==> src/rtl/koa_mult_arbiter_if.sv <==
// Requester/multiplier-side bus of the shared Karatsuba multiplier arbiter.
// The slave modport is the arbiter; the master modport is its environment (requesters and multiplier).
interface koa_mult_arbiter_if #(
  parameter int unsigned SW = 24
);
  logic [1:0]      req_i;
  logic [SW-1:0]   data0_a_i;
  logic [SW-1:0]   data0_b_i;
  logic [SW-1:0]   data1_a_i;
  logic [SW-1:0]   data1_b_i;
  logic [1:0]      grant_o;
  logic [1:0]      done_o;
  logic [2*SW-1:0] result_o;
  logic            busy_o;
  logic [SW-1:0]   mul_a_o;
  logic [SW-1:0]   mul_b_o;
  logic            mul_load_o;
  logic [2*SW-1:0] mul_result_i;

  modport slave (
    input  req_i, data0_a_i, data0_b_i, data1_a_i, data1_b_i, mul_result_i,
    output grant_o, done_o, result_o, busy_o, mul_a_o, mul_b_o, mul_load_o
  );

  modport master (
    output req_i, data0_a_i, data0_b_i, data1_a_i, data1_b_i, mul_result_i,
    input  grant_o, done_o, result_o, busy_o, mul_a_o, mul_b_o, mul_load_o
  );
endinterface

==> src/rtl/koa_mult_arbiter.sv <==
// Round-robin arbiter sharing one registered KOA significand multiplier between two requesters.
// Optional feature: define KOA_ARB_ZERO_SKIP_EN to bypass the multiplier when an operand is zero.
module koa_mult_arbiter #(
  parameter int unsigned SW     = 24,
  parameter int unsigned SETTLE = 2
) (
  input  logic               clk,
  input  logic               rst,
  koa_mult_arbiter_if.slave  bus
);

  localparam int unsigned CW = 4;

  typedef enum logic [1:0] {
    S_IDLE,
    S_SETTLE,
    S_LOAD,
    S_DONE
  } state_t;

  state_t          state;
  logic [CW-1:0]   cnt;
  logic            owner;
  logic            last_grant;
  logic            win;
  logic [SW-1:0]   sel_a;
  logic [SW-1:0]   sel_b;
`ifdef KOA_ARB_ZERO_SKIP_EN
  logic            zero;
`endif

  // Winner selection: on a tie the requester that was not granted last wins.
  always_comb begin
    win = 1'b0;
    if (bus.req_i == 2'b11) begin
      win = ~last_grant;
    end else begin
      win = bus.req_i[1];
    end
    sel_a = win ? bus.data1_a_i : bus.data0_a_i;
    sel_b = win ? bus.data1_b_i : bus.data0_b_i;
  end

  always_ff @(posedge clk) begin
    if (rst) begin
      state          <= S_IDLE;
      cnt            <= '0;
      owner          <= 1'b0;
      last_grant     <= 1'b1;
      bus.grant_o    <= '0;
      bus.done_o     <= '0;
      bus.result_o   <= '0;
      bus.busy_o     <= 1'b0;
      bus.mul_a_o    <= '0;
      bus.mul_b_o    <= '0;
      bus.mul_load_o <= 1'b0;
`ifdef KOA_ARB_ZERO_SKIP_EN
      zero           <= 1'b0;
`endif
    end else begin
      bus.grant_o    <= '0;
      bus.done_o     <= '0;
      bus.mul_load_o <= 1'b0;
      case (state)
        S_IDLE: begin
          if (|bus.req_i) begin
            bus.mul_a_o <= sel_a;
            bus.mul_b_o <= sel_b;
            owner       <= win;
            last_grant  <= win;
            bus.grant_o <= {win, ~win};
            cnt         <= CW'(SETTLE - 1);
            bus.busy_o  <= 1'b1;
            state       <= S_SETTLE;
`ifdef KOA_ARB_ZERO_SKIP_EN
            zero        <= (sel_a == '0) || (sel_b == '0);
`endif
          end
        end
        S_SETTLE: begin
`ifdef KOA_ARB_ZERO_SKIP_EN
          // Zero operand: the grant cycle is the only wait, the multiplier is never loaded.
          if (zero) begin
            state <= S_DONE;
          end else
`endif
          if (cnt == '0) begin
            bus.mul_load_o <= 1'b1;
            state          <= S_LOAD;
          end else begin
            cnt <= cnt - CW'(1);
          end
        end
        S_LOAD: begin
          state <= S_DONE;
        end
        S_DONE: begin
`ifdef KOA_ARB_ZERO_SKIP_EN
          bus.result_o <= zero ? '0 : bus.mul_result_i;
`else
          bus.result_o <= bus.mul_result_i;
`endif
          bus.done_o   <= {owner, ~owner};
          bus.busy_o   <= 1'b0;
          state        <= S_IDLE;
        end
        default: begin
          state <= S_IDLE;
        end
      endcase
    end
  end

endmodule

==> src/flat_wrapper.sv <==
// flat-port wrapper written by rule: the top's interface ports become plain ports
module koa_mult_arbiter_flat 
#(
  parameter int unsigned SW     = 24,
  parameter int unsigned SETTLE = 2
)
  (clk, rst, bus_req_i, bus_data0_a_i, bus_data0_b_i, bus_data1_a_i, bus_data1_b_i, bus_mul_result_i, bus_grant_o, bus_done_o, bus_result_o, bus_busy_o, bus_mul_a_o, bus_mul_b_o, bus_mul_load_o);
  koa_mult_arbiter_if #(.SW(SW)) bus_i ();
  input  logic clk;
  input  logic rst;
  input wire logic [$bits(bus_i.req_i)-1:0] bus_req_i;
  input wire logic [$bits(bus_i.data0_a_i)-1:0] bus_data0_a_i;
  input wire logic [$bits(bus_i.data0_b_i)-1:0] bus_data0_b_i;
  input wire logic [$bits(bus_i.data1_a_i)-1:0] bus_data1_a_i;
  input wire logic [$bits(bus_i.data1_b_i)-1:0] bus_data1_b_i;
  input wire logic [$bits(bus_i.mul_result_i)-1:0] bus_mul_result_i;
  output wire logic [$bits(bus_i.grant_o)-1:0] bus_grant_o;
  output wire logic [$bits(bus_i.done_o)-1:0] bus_done_o;
  output wire logic [$bits(bus_i.result_o)-1:0] bus_result_o;
  output wire logic [$bits(bus_i.busy_o)-1:0] bus_busy_o;
  output wire logic [$bits(bus_i.mul_a_o)-1:0] bus_mul_a_o;
  output wire logic [$bits(bus_i.mul_b_o)-1:0] bus_mul_b_o;
  output wire logic [$bits(bus_i.mul_load_o)-1:0] bus_mul_load_o;
  assign bus_i.req_i = bus_req_i;
  assign bus_i.data0_a_i = bus_data0_a_i;
  assign bus_i.data0_b_i = bus_data0_b_i;
  assign bus_i.data1_a_i = bus_data1_a_i;
  assign bus_i.data1_b_i = bus_data1_b_i;
  assign bus_i.mul_result_i = bus_mul_result_i;
  assign bus_grant_o = bus_i.grant_o;
  assign bus_done_o = bus_i.done_o;
  assign bus_result_o = bus_i.result_o;
  assign bus_busy_o = bus_i.busy_o;
  assign bus_mul_a_o = bus_i.mul_a_o;
  assign bus_mul_b_o = bus_i.mul_b_o;
  assign bus_mul_load_o = bus_i.mul_load_o;
  koa_mult_arbiter #(.SW(SW), .SETTLE(SETTLE)) u_core (.clk(clk), .rst(rst), .bus(bus_i));
endmodule
==> config.mk <==
export PLATFORM = sky130hd
export DESIGN_NAME = koa_mult_arbiter_flat
export DESIGN_NICKNAME = d
export VERILOG_FILES = /design/src/rtl/koa_mult_arbiter_if.sv /design/src/rtl/koa_mult_arbiter.sv /design/src/flat_wrapper.sv
export SDC_FILE = /design/constraint.sdc
export NUM_CORES = 1
export LEC_CHECK = 0
export CORE_AREA = 5 5 131 96
export DETAILED_ROUTE_END_ITERATION = 6
export DIE_AREA = 0 0 136 101
export PLACE_DENSITY = 0.84
export REMOVE_ABC_BUFFERS = 1
export SLEW_MARGIN = 20
export SYNTH_ARGS = -nofsm -noshare
export SYNTH_HDL_FRONTEND = slang
export SYNTH_SLANG_ARGS = --single-unit
==> constraint.sdc <==
create_clock -name clk -period 3.4 [get_ports clk]
set_clock_uncertainty 0.1 [all_clocks]
set_input_delay 0.34 -clock clk [delete_from_list [all_inputs] [get_ports clk]]
set_output_delay 0.34 -clock clk [all_outputs]
set_load 0.05 [all_outputs]
=== After elaboration in Yosys (flattened, before gate mapping) ===
Cells that the tools add are included.

* Flip-flop bits (word level): 110

* Add/subtract/negate cells: 1
* Eq/ne operators: 7
* Multiplexer cells: 12
* Bitwise gates (word level): 7
* Reduce and logical (&&, ||, !) cells: 12

{| class="wikitable"
|+ Operators with widths
! kind !! number
|-
| 24-bit 2-to-1 mux || 2
|-
| 4-bit 2-to-1 mux || 2
|-
| 2-bit case mux with 4 select lines || 1
|-
| 4-bit case mux with 2 select lines || 1
|-
| 1-bit NOT || 7
|-
| 2-bit == test (second input constant) || 3
|-
| 2-bit AND reduction || 3
|-
| 2-bit OR reduction || 3
|-
| 4-bit logical NOT || 1
|-
| 2-bit 2-to-1 mux || 2
|-
| 2-bit by 1-bit inequality test with 1-bit output (second input constant) || 2
|-
| 2-bit nonzero test || 2
|-
| 4-bit by 1-bit subtractor with 4-bit output (second input constant) || 1
|-
| 1-bit 2-to-1 mux || 3
|-
| 3-bit AND reduction || 1
|-
| 3-bit OR reduction || 1
|-
| 2-bit by 1-bit == test with 1-bit output (second input constant) || 1
|-
| 2-bit logical NOT || 1
|-
| 2-bit inequality test (second input constant) || 1
|-
| 1-bit case mux with 2 select lines || 1
|}

=== Longest topological paths before layout ===
Gate-level depths: netlist of the first run.

* Depth after elaboration: 3
* Depth in mapped cells: 7

=== Worst setup path before layout of the first run ===
No wires, ideal clock.

* Path type: reg2reg
* From: reg u_core.state[0]
* To: reg u_core.state[1]
* Library setup time: 128 ps
* Arrival time: 1464 ps
* Required time: 3172 ps
* Slack: 1708 ps
* Stages on the path, launching flop included: 8
* Buffers on the path: 1
* Clock period less this slack: 1692 ps
* Path through: dfxtp_1 -> inv_1 -> ha_1 -> or3b_1 -> buf_6 -> a21boi_4 -> mux2i_1 -> nor2_1

* Word-level cells in the longest chain between the ends: 3

{| class="wikitable"
|+ RTL lines
! what !! line !! RTL
|-
| start: declaration || koa_mult_arbiter.sv:21 || <nowiki>state_t state;</nowiki>
|-
| start signal: assignment || koa_mult_arbiter.sv:46 || <nowiki>state <= S_IDLE;</nowiki>
|-
| start signal: assignment || koa_mult_arbiter.sv:74 || <nowiki>state <= S_SETTLE;</nowiki>
|-
| start signal: assignment || koa_mult_arbiter.sv:89 || <nowiki>state <= S_LOAD;</nowiki>
|-
| 2-bit by 1-bit == test with 1-bit output / 2-bit logical NOT (equally long branches) || koa_mult_arbiter.sv:64 || <nowiki>case (state)</nowiki>
|-
| 2-bit by 1-bit inequality test with 1-bit output (no line) || n/a ||
|-
| 2-bit AND reduction (no line) || n/a ||
|}

Parallel ways exist; a longest one is shown, timed or not.
A chain may end at the register's enable or synchronous reset.

=== Worst setup path in the final report of the first run ===
* From: reg u_core.state[0]
* To: reg u_core.bus.mul_b_o[8]

* Word-level cells in the longest chain between the ends: 2

{| class="wikitable"
|+ RTL lines
! what !! line !! RTL
|-
| 2-bit logical NOT || koa_mult_arbiter.sv:64 ||
|-
| 2-bit AND reduction (no line) || n/a ||
|-
| end signal: assignment || koa_mult_arbiter.sv:68 || <nowiki>bus.mul_b_o <= sel_b;</nowiki>
|-
| end: declaration || koa_mult_arbiter_if.sv:22 || <nowiki>output grant_o, done_o, result_o, busy_o, mul_a_o, mul_b_o, mul_load_o</nowiki>
|}

No other way between the ends.

==> impl_metrics.toml, run 1 <==
[cells_and_area]
multiInputGateArea_um2 = 2070
final_cells = 832
areaGrowthSynthToFinish_pct = 64.0
final_cell_area_um2 = 7320
drive_above_1_share_pct = 4.59
num-nets-final = 825
seqCellArea_um2 = 2200
diodes = 0
fillCellCount = 915

[synth]
synth-simple-area-share_pct = 11.2
synthXorXnorAreaFrac_pct = 0
seq_area_frac_synth_pct = 49.3
synth_compound_area_share_pct = 11.0
synth_top_cell_area_share_pct = 49.3
synthTopCellsByArea = "dfxtp_1 49%, mux2i_1 22%, nor2_1 8.7%"
synthMuxAreaShare_pct = 21.8
synth_top_family_by_area = "multiplexers"
ys_ff_latch = 110
synth_fa_ha_area_share_pct = 1.96
netlist_area_um2 = 4460
synth-warning-count = 0
synth_top_cell_by_area = "dfxtp_1"
synth_cell_type_count = 33
syn_avg_cell_area_um2 = 10.1
synthCells = 441

[worst_hold_path]
holdCritPathClass = "reg2reg"

[global_routing]
first_global_vias = 4174
grt_pass1_wl_mm = 20.9
antenna_found_initial = 0
grt_max_degree = 65
track_usage_pct = 19.1
overflow = 0

[floorplanning]
io_pins = 250
placementRows = 33
floorplan.initialDensity_pct = 39.6
die_h_um = 101
dieArea_um2 = 13700
core_area_um2 = 11300
die_w_um = 136

[clocking]
post_cts_buffers = 0
clkTransAtPathRegs_ps = 80
cts_buffers = 9
ctsHoldBuffers = 0
root_buffer = "clkbuf_16"
cts.sinks = 110
clkLatencyLatePin_ps = 340
cts.repair.resized = 0
cts_tree = "yes"
cts_max_level = 3
cts_buffer_depth = 2

[worst_setup_path]
path_max_fanout = 64
path_class = "reg2reg"
cp.arrival_ps = 2180
start_kind = "register"
crit_path_end_kind = "register"
crit_required_ps = 3540

[routing]
dr.pass1.iters = 4
wire_per_inst_um = 16.2
wl_met3_mm = 1.20
highest_layer = "met4"
vias = 4015
drt.antenna.violating_nets = 0
vias_per_cell = 4.83
drt_iter0_drc = 178
wl_met2_mm = 7.06
met1_length_mm = 5.03
routed_wl_mm = 13.5
drc = 0

[timing]
fin_ws_ps = 1350
tightest_slew_ps = 626
slew_violations = 0
rsz0062_at_grt = "no"
fmax_ghz = 0.488
relSlewSlack_pct = 58.3
hold_viol = 0
setup_viol_count_final = 0
fin_crit_sh_pct = 60.2
period_minus_slack_ps = 2050

[placed_design]
io_buffers = 249
dp_cells = 816
hpwlAfterDp_mm = 10.7
placed_area_um2 = 7040
place_congestion = 0.778
post-place-ws_ps = 1190

[job]
cap_violations = 0

[pwr]
power.density_nw_per_um2 = 760
p_leak_nw = 2.69
max-vdd-ir-drop_v = 0.000422
power_mw = 5.56

[run_status]
outcome = "complete, no violations"
-- layout by cell type, fill, tap and decap left out, types with 2 or more instances in the layout --
cell type,count
clkdlybuf4s50_1,248
dfxtp_1,110
nor2_1,104
mux2i_1,97
a211oi_1,50
clkbuf_16,9
ha_1,6
inv_1,4
nand2_1,4
a21oi_1,4
buf_4,4
a21boi_4,2
o21ai_0,2
nor3_1,2
nand2b_1,2
or2_2,2
o21ai_1,2
clkinv_2,2
inv_6,2
buf_12,2
-- metrics by stage --
stage | hold slack [ps] | TNS, ps | util, %
after detailed placement | 339 | 0 | 62.4
after global placement | 327 | 0 | 62.4
after global routing | 386 | 0 | 64.9
after floorplan | 305 | -54170 | -
after CTS | 345 | 0 | 64.9
final | 342 | 0 | 64.9
-- sequential cells by signal (all words and copies together), names as in the netlist --
register and cells:
u_core.bus.busy_o 1, u_core.bus.done_o 2, u_core.bus.grant_o 2, u_core.bus.mul_a_o 24, u_core.bus.mul_b_o 24, u_core.bus.mul_load_o 1
u_core.bus.result_o 48, u_core.cnt 4, u_core.last_grant 1, u_core.owner 1, u_core.state 2
-- cell type report --
type	instances	area share [%]
clock inverters	7	0.752
repair buffers	254	34.9
flip-flops and latches	110	30.1
clock buffers	9	3.08
inverters	4	0.205
multi-input cells	291	28.3
well taps	157	2.68
-- cell usage after synthesis --
master and count:
mux2i_1 97, and3b_1 1, a21oi_1 4, o21ai_0 2, or2_2 2, ha_1 7
nand3_2 1, a211oi_2 1, or3b_4 1, nand2b_1 2, nor3b_1 1, or3b_1 1
clkbuf_1 15, o41ai_1 1, nand3_1 1, buf_4 2, dfxtp_1 110, a21boi_4 1
o31ai_1 1, buf_6 5, buf_1 2, o21ai_1 2, nand3b_1 1, buf_2 12
nand2_1 4, a31oi_1 1, nor2_1 104, inv_1 4, a21boi_1 1, nor3_1 2
a211oi_1 50, a2bb2oi_1 1, o21a_1 1
-- metal layers --
layer / global-route usage, % / vias up
met5: 0 / -
met4: 5.73 / 0
met3: 7.98 / 19
met2: 35.0 / 143
met1: 20.1 / 1849
li1: - / 2004
-- where the power goes --
group / leakage, nW / internal, mW / switching, mW / total (mW)
clock: 0.138 / 0.506 / 0.479 / 0.985
sequential: 0.902 / 1.61 / 0.182 / 1.79
combinational: 1.65 / 1.02 / 1.77 / 2.79
total: 2.69 / 3.14 / 2.43 / 5.56
-- worst max-delay path: stages, from the launching register on --
cell and delay (ps):
dfxtp_1 340, inv_1 120, ha_1 330, o21a_4 420, buf_12 300, nor2_1 70, a211oi_1 250
-- worst paths after layout --
path                    from                    end  slack (ps)  cells after the start
max          u_core.state[0]  u_core.bus.mul_b_o[8]        1350                      6
min reg2reg     u_core.owner   u_core.bus.done_o[0]         340                      1
max reg2reg  u_core.state[0]  u_core.bus.mul_b_o[8]        1350                      6
min             u_core.owner   u_core.bus.done_o[0]         340                      1
-- cell families (layout without fill, tap and decap cells) --
kind of cell / after synthesis / after routing
simple gates: 121 / 121
buf+inv: 40 / 274
fa+ha+maj: 7 / 7
compound gates: 66 / 66
flops: 110 / 110
mux: 97 / 97
Power figures use the tool's default switching activity.
==> inputs of run 2 (changes only) <==
--- a/config.mk
+++ b/config.mk
@@ -5,10 +5,10 @@
 export SDC_FILE = /design/constraint.sdc
 export NUM_CORES = 1
 export LEC_CHECK = 0
-export CORE_AREA = 5 5 131 96
+export CORE_AREA = 5 5 134 98
 export DETAILED_ROUTE_END_ITERATION = 6
-export DIE_AREA = 0 0 136 101
-export PLACE_DENSITY = 0.84
+export DIE_AREA = 0 0 139 103
+export PLACE_DENSITY = 0.8
 export REMOVE_ABC_BUFFERS = 1
 export SLEW_MARGIN = 20
 export SYNTH_ARGS = -nofsm -noshare
==> constraint.sdc (replaced) <==
create_clock -name clk -period 1.99 [get_ports clk]
set_clock_uncertainty 0.1 [all_clocks]
set_input_delay 0.199 -clock clk [delete_from_list [all_inputs] [get_ports clk]]
set_output_delay 0.199 -clock clk [all_outputs]
set_load 0.05 [all_outputs]
==> run 2 against run 1 <==
Combinational power up 75%. Utilization down 2.5 points. Design area up 1.6%. Worst setup slack worse by 1200 ps. Total power up 76%. Sequential share of layout area down 0.46 points. Hold slack worse by 130 ps. Critical endpoint is now bus_mul_b_o[10]. Largest cell class unchanged. Largest power group unchanged.
==> impl_metrics.toml, run 2 (synthesis results as in run 1) <==
[timing]
tightest_slew_ps = 557
setup_viol_count_final = 0
hold_viol = 0
period_minus_slack_ps = 1820
rsz0062_at_grt = "no"
relSlewSlack_pct = 62.8
slew_violations = 0
fin_crit_sh_pct = 91.6
fmax_ghz = 0.549

[worst_setup_path]
path_cells = "clkdlybuf4s50_1"
crit_family = "buffers and inverters"
path_max_fanout = 2
crit_path_max_incr_delay_ps = 850
r2r-end = "u_core.cnt[3]"
start_kind = "register"
rrSetupSlack_ps = 170
reg2regPathDepth = 6
r2r-start = "u_core.state[0]"
cp_slowest_cell = "clkdlybuf4s50_1"
crit_required_ps = 1690
path_buf_inv = 1
crit_path_end_kind = "primary output"
path_class = "reg2out"
cp.arrival_ps = 1520

[clocking]
root_buffer = "clkbuf_16"
post_cts_buffers = 0
cts.repair.resized = 0
cts_buffer_depth = 2
clkLatencyLatePin_ps = 340
cts_tree = "yes"
cts_max_level = 3
clkTransAtPathRegs_ps = 70
cts.sinks = 110
cts_buffers = 9
ctsHoldBuffers = 0

[pwr]
power.switching_mw = 4.15
comb_power_share_pct = 49.7
swShare_pct = 42.4
seqPwrFrac_pct = 31.2
max-vdd-ir-drop_v = 0.000779
p_leak_nw = 2.75
power.density_nw_per_um2 = 1320
p_int_mw = 5.63
p_clk_share_pct = 19.1
power_mw = 9.79

[placed_design]
place_congestion = 0.801
hpwlAfterDp_mm = 10.4
placed_area_um2 = 7110
io_buffers = 249

[global_routing]
antenna_found_initial = 0
grt_pass1_wl_mm = 20.8
grt_max_degree = 48
overflow = 0
track_usage_pct = 18.0
first_global_vias = 4191

[worst_hold_path]
holdCritPathClass = "in2reg"
min_to = "u_core.bus.result_o[35]"
hold_depth = 2
hp-start = "rst"

[floorplanning]
io_pins = 250
placementRows = 34
die_w_um = 139
die_h_um = 103
core_area_um2 = 11900
dieArea_um2 = 14300
floorplan.initialDensity_pct = 37.5

[cells_and_area]
final_core_util_pct = 62.4
seqCellArea_um2 = 2200
multiInputGateArea_um2 = 2070
diodes = 0
areaGrowthSynthToFinish_pct = 66.5
num-nets-final = 831
largest_reg_flops = 48
drive_above_1_share_pct = 5.43
regMostFlops = "u_core.bus.result_o"
biggestRegsByFlops = "u_core.bus.result_o x48, u_core.bus.mul_a_o x24, u_core.bus.mul_b_o x24"
layout_commonest_cell = "clkdlybuf4s50_1"
layout_common_cells = "248 x clkdlybuf4s50_1, 110 x dfxtp_1, 104 x nor2_1"
fillCellCount = 987
final_cell_area_um2 = 7430

[routing]
routed_wl_mm = 13.3
wire_per_inst_um = 15.8
drc = 0
dr.pass1.iters = 6
drt.antenna.violating_nets = 0
vias = 4025
drt_iter0_drc = 129
vias_per_cell = 4.77

[run_status]
outcome = "complete, no violations"

[job]
cap_violations = 0
-- run 2: cell count changes in the layout (fill, tap and decap cells not counted) --
cell and change:
bufinv_16 +1, buf_12 +2, inv_8 -1, clkinv_2 -2, clkbuf_8 +2, buf_4 +4
clkinv_4 +1, clkinvlp_4 -1
-- run 2: metal layers --
| metal | global-route usage, % | wire [um] | share of wire (%) | vias up |
|---|---|---|---|---|
| met3 | 6.86 | 1030 | 7.7 | 17 |
| met2 | 32.3 | 6810 | 51 | 147 |
| met4 | 6.17 | 240 | 1.8 | 0 |
| li1 | - | - | - | 2010 |
| met5 | 0 | 0 | 0 | - |
| met1 | 19.9 | 5250 | 39 | 1851 |
-- run 2: worst max-delay path by stage --
stage / slack, ps / cells past startpoint / start / to
3_3_place_gp: 100 / 5 / bus_req_i[0] / u_core.state[1]
6_report: 170 / 1 / u_core.bus.mul_b_o[10] / bus_mul_b_o[10]
5_1_grt: 40 / 6 / u_core.state[0] / u_core.state[1]
2_1_floorplan: -2350 / 3 / bus_req_i[1] / u_core.bus.mul_a_o[0]
4_1_cts: 140 / 1 / u_core.bus.mul_a_o[19] / bus_mul_a_o[19]
3_5_place_dp: 40 / 5 / bus_req_i[1] / u_core.bus.mul_a_o[18]
-- run 2: power by group through the flow --
stage               clock network, mW  registers [mW]  logic [mW]
floorplan                           0            4.80        1.42
global placement                    0            3.07        4.80
detailed placement                  0            3.09        4.91
CTS                              1.94            3.06        4.92
global route                     2.03            3.13        5.14
finish                           1.87            3.05        4.87
-- run 2: layout make-up --
type                    instances  area share [%]
clock buffers                  11            3.40
repair buffers                260            35.3
flip-flops and latches        110            29.6
multi-input cells             291            27.9
inverters                       4           0.202
clock inverters                 5           0.875
well taps                     162            2.73
-- run 2: per-stage QoR --
step | hold slack [ps] | TNS [ps] | worst slack (ps) | cells
floorplan | 164 | -151710 | -2350 | 405
global placement | 332 | 0 | 98.4 | 827
detailed placement | 336 | 0 | 37.7 | 827
CTS | 200 | 0 | 145 | 843
global route | 212 | 0 | 35.3 | 843
finish | 213 | 0 | 167 | 843
